**src/rtl/vga_frame_monitor.sv**
```systemverilog
// VGA frame monitor: checks sync timing of an incoming raster, locks onto a
// compliant stream, captures active pixels and keeps a per-frame checksum.
module vga_frame_monitor #(
  parameter int H_ACTIVE = 640,
  parameter int H_TOTAL  = 800,
  parameter int H_SYNC   = 96,
  parameter int V_ACTIVE = 480,
  parameter int V_TOTAL  = 525
) (
  input  logic        clk,
  input  logic        reset,
  input  logic        hsync,
  input  logic        vsync,
  input  logic        blank_b,
  input  logic [7:0]  r,
  input  logic [7:0]  g,
  input  logic [7:0]  b,
  input  logic        clr_err,
  output logic        pixel_valid,
  output logic [9:0]  pixel_x,
  output logic [8:0]  pixel_y,
  output logic [23:0] pixel_rgb,
  output logic        frame_done,
  output logic [31:0] frame_checksum,
  output logic [15:0] frame_count,
  output logic        locked,
  output logic [3:0]  err
);

  localparam logic [10:0] HTOT = 11'(H_TOTAL);
  localparam logic [9:0]  HSYN = 10'(H_SYNC);
  localparam logic [9:0]  HACT = 10'(H_ACTIVE);
  localparam logic [9:0]  VACT = 10'(V_ACTIVE);
  localparam logic [9:0]  VTOT = 10'(V_TOTAL);
  localparam logic [9:0]  CMAX = '1;

  typedef enum logic [1:0] {SEARCH, SYNC, LOCKED} state_t;
  state_t state, state_nxt;

  logic        hs_q, hs_p, vs_q, vs_p, bl_q, clr_q;
  logic [23:0] rgb_q;
  logic [9:0]  hcnt, hlow, vcnt, acnt, arow;
  logic        hseen;
  logic [31:0] sum;
  logic        hfall, hrise, vfall, run, capture, frame_end;
  logic [3:0]  err_new;

  assign hfall     = hs_p & ~hs_q;
  assign hrise     = ~hs_p & hs_q;
  assign vfall     = vs_p & ~vs_q;
  assign run       = (state != SEARCH) | vfall;
  assign capture   = (state == LOCKED) & bl_q;
  assign frame_end = (state == LOCKED) & vfall & ~(|err_new);
  assign locked    = (state == LOCKED);

  // Every pin is registered once; the previous sync samples expose edges.
  always_ff @(posedge clk or negedge reset) begin
    if (!reset) begin
      hs_q  <= 1'b0;
      hs_p  <= 1'b0;
      vs_q  <= 1'b0;
      vs_p  <= 1'b0;
      bl_q  <= 1'b0;
      clr_q <= 1'b0;
      rgb_q <= '0;
    end else begin
      hs_q  <= hsync;
      hs_p  <= hs_q;
      vs_q  <= vsync;
      vs_p  <= vs_q;
      bl_q  <= blank_b;
      clr_q <= clr_err;
      rgb_q <= {r, g, b};
    end
  end

  // Timing counters idle at zero in SEARCH but start on the vsync edge that leaves it.
  always_ff @(posedge clk or negedge reset) begin
    if (!reset) begin
      hcnt  <= '0;
      hlow  <= '0;
      vcnt  <= '0;
      acnt  <= '0;
      arow  <= '0;
      hseen <= 1'b0;
    end else if (!run) begin
      hcnt  <= '0;
      hlow  <= '0;
      vcnt  <= '0;
      acnt  <= '0;
      arow  <= '0;
      hseen <= 1'b0;
    end else begin
      if (hfall) hcnt <= '0;
      else if (hcnt != CMAX) hcnt <= hcnt + 10'd1;
      if (hfall) hlow <= 10'd1;
      else if (!hs_q && hlow != CMAX) hlow <= hlow + 10'd1;
      if (vfall) vcnt <= '0;
      else if (hfall && vcnt != CMAX) vcnt <= vcnt + 10'd1;
      if (hfall) acnt <= {9'd0, bl_q};
      else if (bl_q && acnt != CMAX) acnt <= acnt + 10'd1;
      if (vfall) arow <= '0;
      else if (hfall && acnt != '0 && arow != CMAX) arow <= arow + 10'd1;
      hseen <= (state != SEARCH) & (hseen | hfall);
    end
  end

  // hcnt and hlow only mean something once a falling edge has been seen in SYNC/LOCKED.
  always_comb begin
    err_new = '0;
    if (state != SEARCH) begin
      err_new[0] = hfall & hseen & (({1'b0, hcnt} + 11'd1) != HTOT);
      err_new[1] = hrise & hseen & (hlow != HSYN);
      err_new[2] = hfall & (((acnt != '0) & (acnt != HACT)) |
                            ((acnt == HACT) & (arow >= VACT)));
      err_new[3] = vfall & (vcnt != VTOT);
    end
  end

  always_comb begin
    state_nxt = state;
    case (state)
      SEARCH:  if (vfall) state_nxt = SYNC;
      SYNC: begin
        if (|err_new) state_nxt = SEARCH;
        else if (vfall) state_nxt = LOCKED;
      end
      LOCKED:  if (|err_new) state_nxt = SEARCH;
      default: state_nxt = SEARCH;
    endcase
  end

  always_ff @(posedge clk or negedge reset) begin
    if (!reset) state <= SEARCH;
    else        state <= state_nxt;
  end

  // A vsync edge always restarts the running sum; it is published only for a clean frame.
  always_ff @(posedge clk or negedge reset) begin
    if (!reset) begin
      err            <= '0;
      pixel_valid    <= 1'b0;
      pixel_x        <= '0;
      pixel_y        <= '0;
      pixel_rgb      <= '0;
      frame_done     <= 1'b0;
      frame_checksum <= '0;
      frame_count    <= '0;
      sum            <= '0;
    end else begin
      err         <= (clr_q ? 4'd0 : err) | err_new;
      pixel_valid <= capture;
      if (capture) begin
        pixel_x   <= acnt;
        pixel_y   <= arow[8:0];
        pixel_rgb <= rgb_q;
      end
      frame_done <= frame_end;
      if (frame_end) begin
        frame_checksum <= sum;
        frame_count    <= frame_count + 16'd1;
      end
      if (vfall) sum <= '0;
      else if (capture)
        sum <= sum + 32'(rgb_q[23:16]) + 32'(rgb_q[15:8]) + 32'(rgb_q[7:0]);
    end
  end

endmodule
```
**config.mk**
```make
export PLATFORM = sky130hd
export DESIGN_NAME = vga_frame_monitor
export DESIGN_NICKNAME = d
export VERILOG_FILES = /design/src/rtl/vga_frame_monitor.sv
export SDC_FILE = /design/constraint.sdc
export NUM_CORES = 1
export LEC_CHECK = 0
export CAP_MARGIN = 10
export CORE_ASPECT_RATIO = 0.8
export CORE_MARGIN = 5
export CORE_UTILIZATION = 33
export CTS_CLUSTER_DIAMETER = 150
export DETAILED_ROUTE_END_ITERATION = 8
export GPL_ROUTABILITY_DRIVEN = 1
export PLACE_DENSITY = 0.62
export SETUP_SLACK_MARGIN = 0.4
export SYNTH_ARGS = -nofsm -noshare
export SYNTH_HDL_FRONTEND = slang
export SYNTH_SLANG_ARGS = --single-unit
```
**constraint.sdc**
```tcl
create_clock -name clk -period 7.55 [get_ports clk]
set_input_delay 1.51 -clock clk [delete_from_list [all_inputs] [get_ports clk]]
set_output_delay 1.51 -clock clk [all_outputs]
set_load 0.02 [all_outputs]
```
==> reports/qor.json, run 1 <==
{
  "critical_path": {
    "critical-path-max-stage-delay_ns": 0.73,
    "cp_slowest_cell": "a21oi_1",
    "worst_path_required_ns": 7.94,
    "worstPathCellList": "inv_1, fa_1, fa_1, inv_1, ha_1, a21o_1, a41oi_1, a21oi_1, o21ai_0, o21a_1, o21a_1",
    "critPathMaxFanout": 10,
    "timing.critical_path.to_type": "flop",
    "critPathArrivalTime_ns": 4.02,
    "r2r_cells": 11,
    "worstSetupStartpointType": "flop",
    "crit_type": "reg2reg"
  },
  "detailed_routing": {
    "detail_route.vias_per_cell": 4.77,
    "firstDrtPassIters": 4,
    "drt-wirelength-per-cell_um": 15.3,
    "detail_route.drc_violations": 0,
    "vias": 6828,
    "ant_nets": 0,
    "routed_wl_um": 21900,
    "first_iter_violations": 401
  },
  "clocking": {
    "tritoncts": "done",
    "cts.htree.levels": 1,
    "clock_sinks": 212,
    "cts_made_buffers": 24,
    "post-cts-setup-buffer-count": 0,
    "cts.root.buffer_cell": "clkbuf_16",
    "clock_latency_ns": 0.51,
    "cts_hold_repair.buffers": 0,
    "clockBufferDepth": 3,
    "cts.repair.resized": 0,
    "clk_pin_slew_ns": 0.06
  },
  "logic_synthesis": {
    "yosys_register_bits": 212,
    "synthesis.area_per_instance_sq_um": 10.7,
    "synth_area_sq_mm": 0.00973,
    "synth_flop_cell": "dfrtp_1",
    "synth-edff-count": 0,
    "gate_count_after_technology_mapping": 912,
    "synthDistinctLibCells": 62,
    "synth-seq-area-share": 0.545,
    "synth_async_sr_flop_share": 1.00,
    "synthesis.nets": 979,
    "ys.warnings.count": 0
  },
  "grt": {
    "wire_length_of_the_first_global_routing_pass_um": 36300,
    "grt_overflow": 0,
    "antenna_violations_before_repair": 0,
    "via_count_of_the_first_global_routing_pass": 6794,
    "grt_start_max_net_pins": 127,
    "grt.total_usage": 0.132
  },
  "job": {
    "drv_cap": 0
  },
  "sta": {
    "setup-violations-final": 0,
    "slew_violations": 0,
    "grt_setup_unrepaired": "no",
    "final_hold_viol_count": 0,
    "fin_crit_sh": 0.480,
    "timing.hold.ws_ns": 0.447,
    "post-route-worst-setup-slack_ns": 3.93,
    "max_slew.worst_pin.slew_ns": 0.849,
    "finClkSkew_ns": 0.0138,
    "maxSlewHeadroom": 0.434,
    "clock.fmax_ghz": 0.276,
    "timing.final.crit_period_ns": 3.62,
    "final.setup.tns_ns": 0
  },
  "floorplanning": {
    "initial_utilization": 0.333,
    "die_width_um": 202,
    "placement_rows": 56,
    "die_area_sq_mm": 0.0330,
    "floorplan.core_area_sq_mm": 0.0292,
    "ioPinCount": 128,
    "floorplan.die.height_um": 164
  },
  "hold_path": {
    "hold_path_depth": 0,
    "hold_class": "reg2reg"
  },
  "placement": {
    "dpl.cell_count": 1387,
    "placement.cell_area_sq_mm": 0.0114,
    "globalplace.congestion": 0.797,
    "port-buffer-count": 127,
    "detailedPlace.worstSlack_ns": 3.99,
    "hpwl_um": 14800
  },
  "cells_and_area": {
    "final_cells": 1430,
    "final_layout_size_suffix_gt1_frac": 0.0845,
    "antenna_cells_inserted": 0,
    "syn2layout_area_growth_pct": 24.5,
    "num-nets-final": 1103,
    "layout.cell_area.non_filler_sq_mm": 0.0121
  },
  "power_and_ir_drop": {
    "max_vdd_drop_mv": 0.134,
    "power.static_leakage_uw": 0.00545,
    "power_per_cell_area_mw_per_mm2": 289
  },
  "outcome": {
    "status": "complete, no violations"
  }
}
==> registers in the layout, summed over array words and instances (netlist names), 2 cells and up <==
| name | count |
|---|---|
| acnt | 10 |
| arow | 10 |
| err | 4 |
| frame_checksum | 32 |
| frame_count | 16 |
| hcnt | 10 |
| hlow | 10 |
| pixel_rgb | 24 |
| pixel_x | 10 |
| pixel_y | 9 |
| rgb_q | 24 |
| state | 2 |
| sum | 32 |
| vcnt | 10 |
==> power breakdown <==
part | internal [uW] | switching (uW)
Combinational | 415 | 578
Sequential | 1280 | 105
Clock | 669 | 455
==> per-layer routing <==
metal  part of all wire  up-vias  global-route usage
met5                  0        -                   0
met2               0.45      121               0.214
li1                   -     3347                   -
met1               0.49     3332               0.186
met4              0.021        0              0.0304
met3              0.039       28              0.0242
==> worst max-delay path: cells and delay by family (launching register included) <==
family	cells	cell delay [ns]
fa+ha+maj	3	1.29
compound gates	6	1.76
flops	1	0.32
buf+inv	2	0.13
==> cells in the mapped netlist (all sizes together), types with 3 or more instances <==
cell,instances,share of area
dfrtp,212,0.55
nand2,132,0.051
nor2,71,0.027
inv,63,0.024
o21ai,41,0.021
a21oi,40,0.021
xnor2,37,0.033
mux2,33,0.038
nand3,28,0.014
xor2,28,0.025
clkbuf,24,0.010
ha,21,0.027
nand4,20,0.014
and3,16,0.010
fa,16,0.033
and4,15,0.014
nor3,14,0.0072
buf,10,0.0077
o31ai,8,0.0062
or3,8,0.0051
a21o,7,0.0054
or4,6,0.0046
and2,5,0.0033
o211ai,5,0.0039
a211oi,4,0.0031
nor2b,4,0.0026
nor4,4,0.0032
o2111ai,3,0.0027
o21a,3,0.0023
==> per-stage QoR <==
| stage | util | total power (uW) |
|---|---|---|
| 4_1_cts | 0.415 | 3570 |
| 3_5_place_dp | 0.389 | 2420 |
| 3_3_place_gp | 0.389 | 2410 |
| 6_report | 0.415 | 3510 |
| 2_1_floorplan | - | 2030 |
| 5_1_grt | 0.415 | 3730 |
==> layout by cell type (no fill, tap or decap), types with 4 or more instances in the layout <==
cell	count
dfrtp_1	212
nand2_1	131
clkdlybuf4s50_1	126
nor2_1	71
inv_1	62
a21oi_1	40
o21ai_0	40
xnor2_1	37
mux2_2	33
nand3_1	28
xor2_1	28
clkbuf_16	25
ha_1	21
nand4_1	19
and3_1	16
fa_1	16
and4_1	15
nor3_1	14
o31ai_1	8
or3_1	8
a21o_1	7
clkbuf_1	7
or4_1	6
clkinv_2	6
o211ai_1	5
a211oi_1	4
and2_1	4
clkbuf_8	4
buf_4	4
==> kinds of logic after synthesis <==
| logic type | count (synthesis) | share of synthesized area |
|---|---|---|
| AND/OR/NAND/NOR | 336 | 0.167 |
| flip-flops | 212 | 0.545 |
| AO/OA/AOI/OAI | 130 | 0.0862 |
| buffers and inverters | 97 | 0.0423 |
| XOR/XNOR | 65 | 0.0585 |
| adder cells (fa/ha/maj) | 37 | 0.0599 |
| multiplexers | 35 | 0.0403 |
==> layout make-up <==
class | instances | area [sq um]
tap | 377 | 472
timing repair buffer | 132 | 1330
clock inverter | 8 | 67.6
clock buffer | 35 | 693
multi-input combinational | 603 | 4020
fill | 2823 | 17100
inverter | 63 | 236
sequential | 212 | 5310
==> path summary, 6_finish.rpt <==
| check | start | to | slack, ns |
|---|---|---|---|
| worst max-delay path | rgb_q[2] | sum[18] | 3.93 |
| worst min-delay path | vs_q | vs_p | 0.45 |
| worst max register to register | rgb_q[2] | sum[18] | 3.93 |
| worst min register to register | vs_q | vs_p | 0.45 |
| max in group asynchronous | reset | hlow[3] | 5.36 |
| min in group asynchronous | reset | pixel_rgb[13] | 1.05 |
No activity file was read; power rests on OpenSTA's default activity.
==> run 2, diff against run 1 <==
==> constraint.sdc (replaced) <==
create_clock -name clk -period 3.45 [get_ports clk]
set_input_delay 0.69 -clock clk [delete_from_list [all_inputs] [get_ports clk]]
set_output_delay 0.69 -clock clk [all_outputs]
set_load 0.02 [all_outputs]
==> run 2 against run 1 <==
Net effect: critical path depth increased by 2; sequential share of layout area decreased by 1.7 points; cell count increased by 1.5%; worst setup slack got worse by 3.7 ns; non-clock buffer count increased by 19; clock power increased by 130%; sequential cell count unchanged; hold slack got worse by 0.32 ns; critical endpoint is now sum[15].
==> reports/qor.json, run 2 (synthesis results as in run 1) <==
{
  "outcome": {
    "status": "complete, no violations"
  },
  "critical_path": {
    "critPathArrivalTime": {"value": 3.64, "unit": "ns", "change": "-0.38 ns"},
    "cp_slowest_cell": "fa_1",
    "critical-path-max-stage-delay": {"value": 0.57, "unit": "ns", "change": "-0.16 ns"},
    "worst-path-buf-inv": {"value": 3, "change": "+1"},
    "timing.critical_path.to_type": "flop",
    "critical_path.top_delay_family": "adder cells",
    "critPathMaxFanout": {"value": 6, "change": "-4"},
    "worstSetupStartpointType": "flop",
    "worst_path_required": {"value": 3.90, "unit": "ns", "change": "-4.04 ns"},
    "crit_type": "reg2reg",
    "worstPathCellList": "inv_2, fa_1, fa_1, inv_1, ha_2, fa_2, a21o_1, a21o_1, a21oi_4, buf_12, o21ba_4, or4_4, a21oi_2"
  },
  "detailed_routing": {
    "detail_route.drc_violations": {"value": 0, "change": "unchanged"},
    "detail_route.vias_per_cell": {"value": 4.86, "change": "+1.8%"},
    "first_iter_violations": {"value": 379, "change": "-5.5%"},
    "routed_wl": {"value": 23200, "unit": "um", "change": "+5.5%"},
    "drt-wirelength-per-cell": {"value": 15.9, "unit": "um", "change": "+3.9%"},
    "ant_nets": {"value": 0, "change": "unchanged"},
    "firstDrtPassIters": {"value": 4, "change": "unchanged"},
    "vias": {"value": 7060, "change": "+3.4%"}
  },
  "sta": {
    "finClkSkew": {"value": 0.0292, "unit": "ns", "change": "+0.0154 ns"},
    "timing.hold.ws": {"value": 0.125, "unit": "ns", "change": "-0.322 ns"},
    "max_slew.worst_pin.slew": {"value": 0.797, "unit": "ns", "change": "-0.0518 ns"},
    "maxSlewHeadroom": {"value": 0.469, "change": "+0.0345"},
    "grt_setup_unrepaired": "yes",
    "timing.final.crit_period": {"value": 3.19, "unit": "ns", "change": "-0.432 ns"},
    "final.setup.tns": {"value": 0, "unit": "ns", "change": "unchanged"},
    "clock.fmax": {"value": 0.313, "unit": "GHz", "change": "+14%"},
    "slew_violations": {"value": 0, "change": "unchanged"},
    "setup-violations-final": {"value": 0, "change": "unchanged"},
    "final_hold_viol_count": {"value": 0, "change": "unchanged"},
    "fin_crit_sh": {"value": 0.925, "change": "+0.445"}
  },
  "placement": {
    "dpl.cell_count": {"value": 1392, "change": "+0.36%"},
    "globalplace.congestion": {"value": 0.782, "change": "-1.8%"},
    "hpwl": {"value": 15400, "unit": "um", "change": "+3.9%"},
    "port-buffer-count": {"value": 127, "change": "unchanged"}
  },
  "cells_and_area": {
    "layout.filler_cells": {"value": 2743, "change": "-2.8%"},
    "final_common_cell": "dfrtp_1",
    "final_cell_mix": "dfrtp_1 (212), nand2_1 (129), clkdlybuf4s50_1 (126)",
    "syn2layout_area_growth_pct": 29.7,
    "antenna_cells_inserted": {"value": 0, "change": "unchanged"},
    "final_layout_size_suffix_gt1_frac": {"value": 0.141, "change": "+0.0569"},
    "final_cells": {"value": 1452, "change": "+1.5%"},
    "seqCellArea": {"value": 0.00531, "unit": "sq mm", "change": "unchanged"},
    "num-nets-final": {"value": 1126, "change": "+2.1%"},
    "top_regs": "frame_checksum (32), sum (32)",
    "area_of_the_multi_input_gates": {"value": 0.00428, "unit": "sq mm", "change": "+6.5%"}
  },
  "floorplanning": {
    "die_width": {"value": 202, "unit": "um", "change": "unchanged"},
    "floorplan.die.height": {"value": 164, "unit": "um", "change": "unchanged"},
    "placement_rows": {"value": 56, "change": "unchanged"},
    "ioPinCount": {"value": 128, "change": "unchanged"},
    "initial_utilization": {"value": 0.333, "change": "unchanged"},
    "die_area": {"value": 0.0330, "unit": "sq mm", "change": "unchanged"},
    "floorplan.core_area": {"value": 0.0292, "unit": "sq mm", "change": "unchanged"}
  },
  "clocking": {
    "clock_latency": {"value": 0.52, "unit": "ns", "change": "about the same"},
    "clockBufferDepth": {"value": 3, "change": "unchanged"},
    "cts_made_buffers": {"value": 24, "change": "unchanged"},
    "cts.htree.levels": {"value": 1, "change": "unchanged"},
    "cts.root.buffer_cell": "clkbuf_16",
    "clk_pin_slew": {"value": 0.06, "unit": "ns", "change": "about the same"},
    "tritoncts": "done",
    "clock_sinks": {"value": 212, "change": "unchanged"}
  },
  "power_and_ir_drop": {
    "power.static_leakage": {"value": 0.00561, "unit": "uW", "change": "+2.9%"},
    "max_vdd_drop": {"value": 0.289, "unit": "mV", "change": "+120%"},
    "power_per_cell_area": {"value": 657, "unit": "mW/mm^2", "change": "+130%"}
  },
  "grt": {
    "grt_start_max_net_pins": {"value": 79, "change": "-38%"},
    "antenna_violations_before_repair": {"value": 0, "change": "unchanged"},
    "via_count_of_the_first_global_routing_pass": {"value": 7183, "change": "+5.7%"},
    "grt_overflow": {"value": 0, "change": "unchanged"},
    "wire_length_of_the_first_global_routing_pass": {"value": 38300, "unit": "um", "change": "+5.4%"},
    "grt.total_usage": {"value": 0.139, "change": "+0.00666"}
  },
  "hold_path": {
    "hold_class": "in2async"
  },
  "job": {
    "drv_cap": {"value": 0, "change": "unchanged"}
  }
}
==> run 2: layout make-up <==
class / instances / share of cell area
Clock inverter: 11 / 0.00992
Sequential cell: 212 / 0.420
Tap cell: 377 / 0.0374
Inverter: 63 / 0.0187
Multi-Input combinational cell: 607 / 0.339
Timing Repair Buffer: 151 / 0.122
Clock buffer: 31 / 0.0529
==> run 2: worst reg2reg max path: stages, from the launching register on <==
cell and delay, ns:
dfrtp_1 0.33, inv_2 0.04, fa_1 0.57, fa_1 0.42, inv_1 0.07, ha_2 0.18, fa_2 0.21, a21o_1 0.12
a21o_1 0.20, a21oi_4 0.08, buf_12 0.14, o21ba_4 0.22, or4_4 0.42, a21oi_2 0.13
==> run 2: stage by stage <==
| stage | utilization | power, uW | setup WS (ns) | cell area [sq um] |
|---|---|---|---|---|
| final | 0.432 | 8290 | 0.258 | 12600 |
| after global routing | 0.432 | 8820 | 0.126 | 12600 |
| after CTS | 0.424 | 8160 | 0.258 | 12400 |
| after detailed placement | 0.391 | 5340 | 0.0805 | 11400 |
| after global placement | 0.391 | 5320 | 0.117 | 11400 |
| after floorplan | - | 4470 | 0.394 | 9760 |
==> run 2: repair_timing <==
action                                  in CTS  in global routing
resized for setup                           24                 27
hold buffers                                 0                  0
pin swaps                                   21                 18
setup buffers                                4                 10
endpoints found under the setup margin      24                 27
cloned                                       4                  0
==> run 2: final timing paths <==
| check | slack (ns) | cells after the start | startpoint | endpoint |
|---|---|---|---|---|
| max | 0.26 | 13 | rgb_q[1] | sum[15] |
| min | 0.13 | 1 | reset | frame_checksum[22] |
| max reg2reg | 0.26 | 13 | rgb_q[1] | sum[15] |
| min reg2reg | 0.47 | 0 | vs_q | vs_p |
| max in group asynchronous | 2.52 | 2 | reset | acnt[5] |
| min in group clk | 0.47 | 0 | vs_q | vs_p |
==> run 2: report_power, final <==
part / leakage, uW / switching [uW] / total [uW] / internal [uW]
logic: 0.00237 / 1490 / 2690 / 1200
registers: 0.00285 / 234 / 3040 / 2810
clock network: 0.000388 / 1040 / 2550 / 1520
==> run 2: metal layers <==
layer	vias to the layer above	global-route usage	share of wire
met4	0	0.0242	0.015
met5	-	0	0
li1	3398	-	-
met1	3507	0.208	0.50
met2	128	0.202	0.43
met3	27	0.0399	0.060
==> run 3, diff against run 2 <==
--- a/config.mk
+++ b/config.mk
@@ -14,6 +14,7 @@
 export GPL_ROUTABILITY_DRIVEN = 1
 export PLACE_DENSITY = 0.62
 export SETUP_SLACK_MARGIN = 0.4
+export SLEW_MARGIN = 20
 export SYNTH_ARGS = -nofsm -noshare
 export SYNTH_HDL_FRONTEND = slang
 export SYNTH_SLANG_ARGS = --single-unit
==> results of run 3 <==
Same layout as run 2: the final DEF is identical, and so are final timing and power.
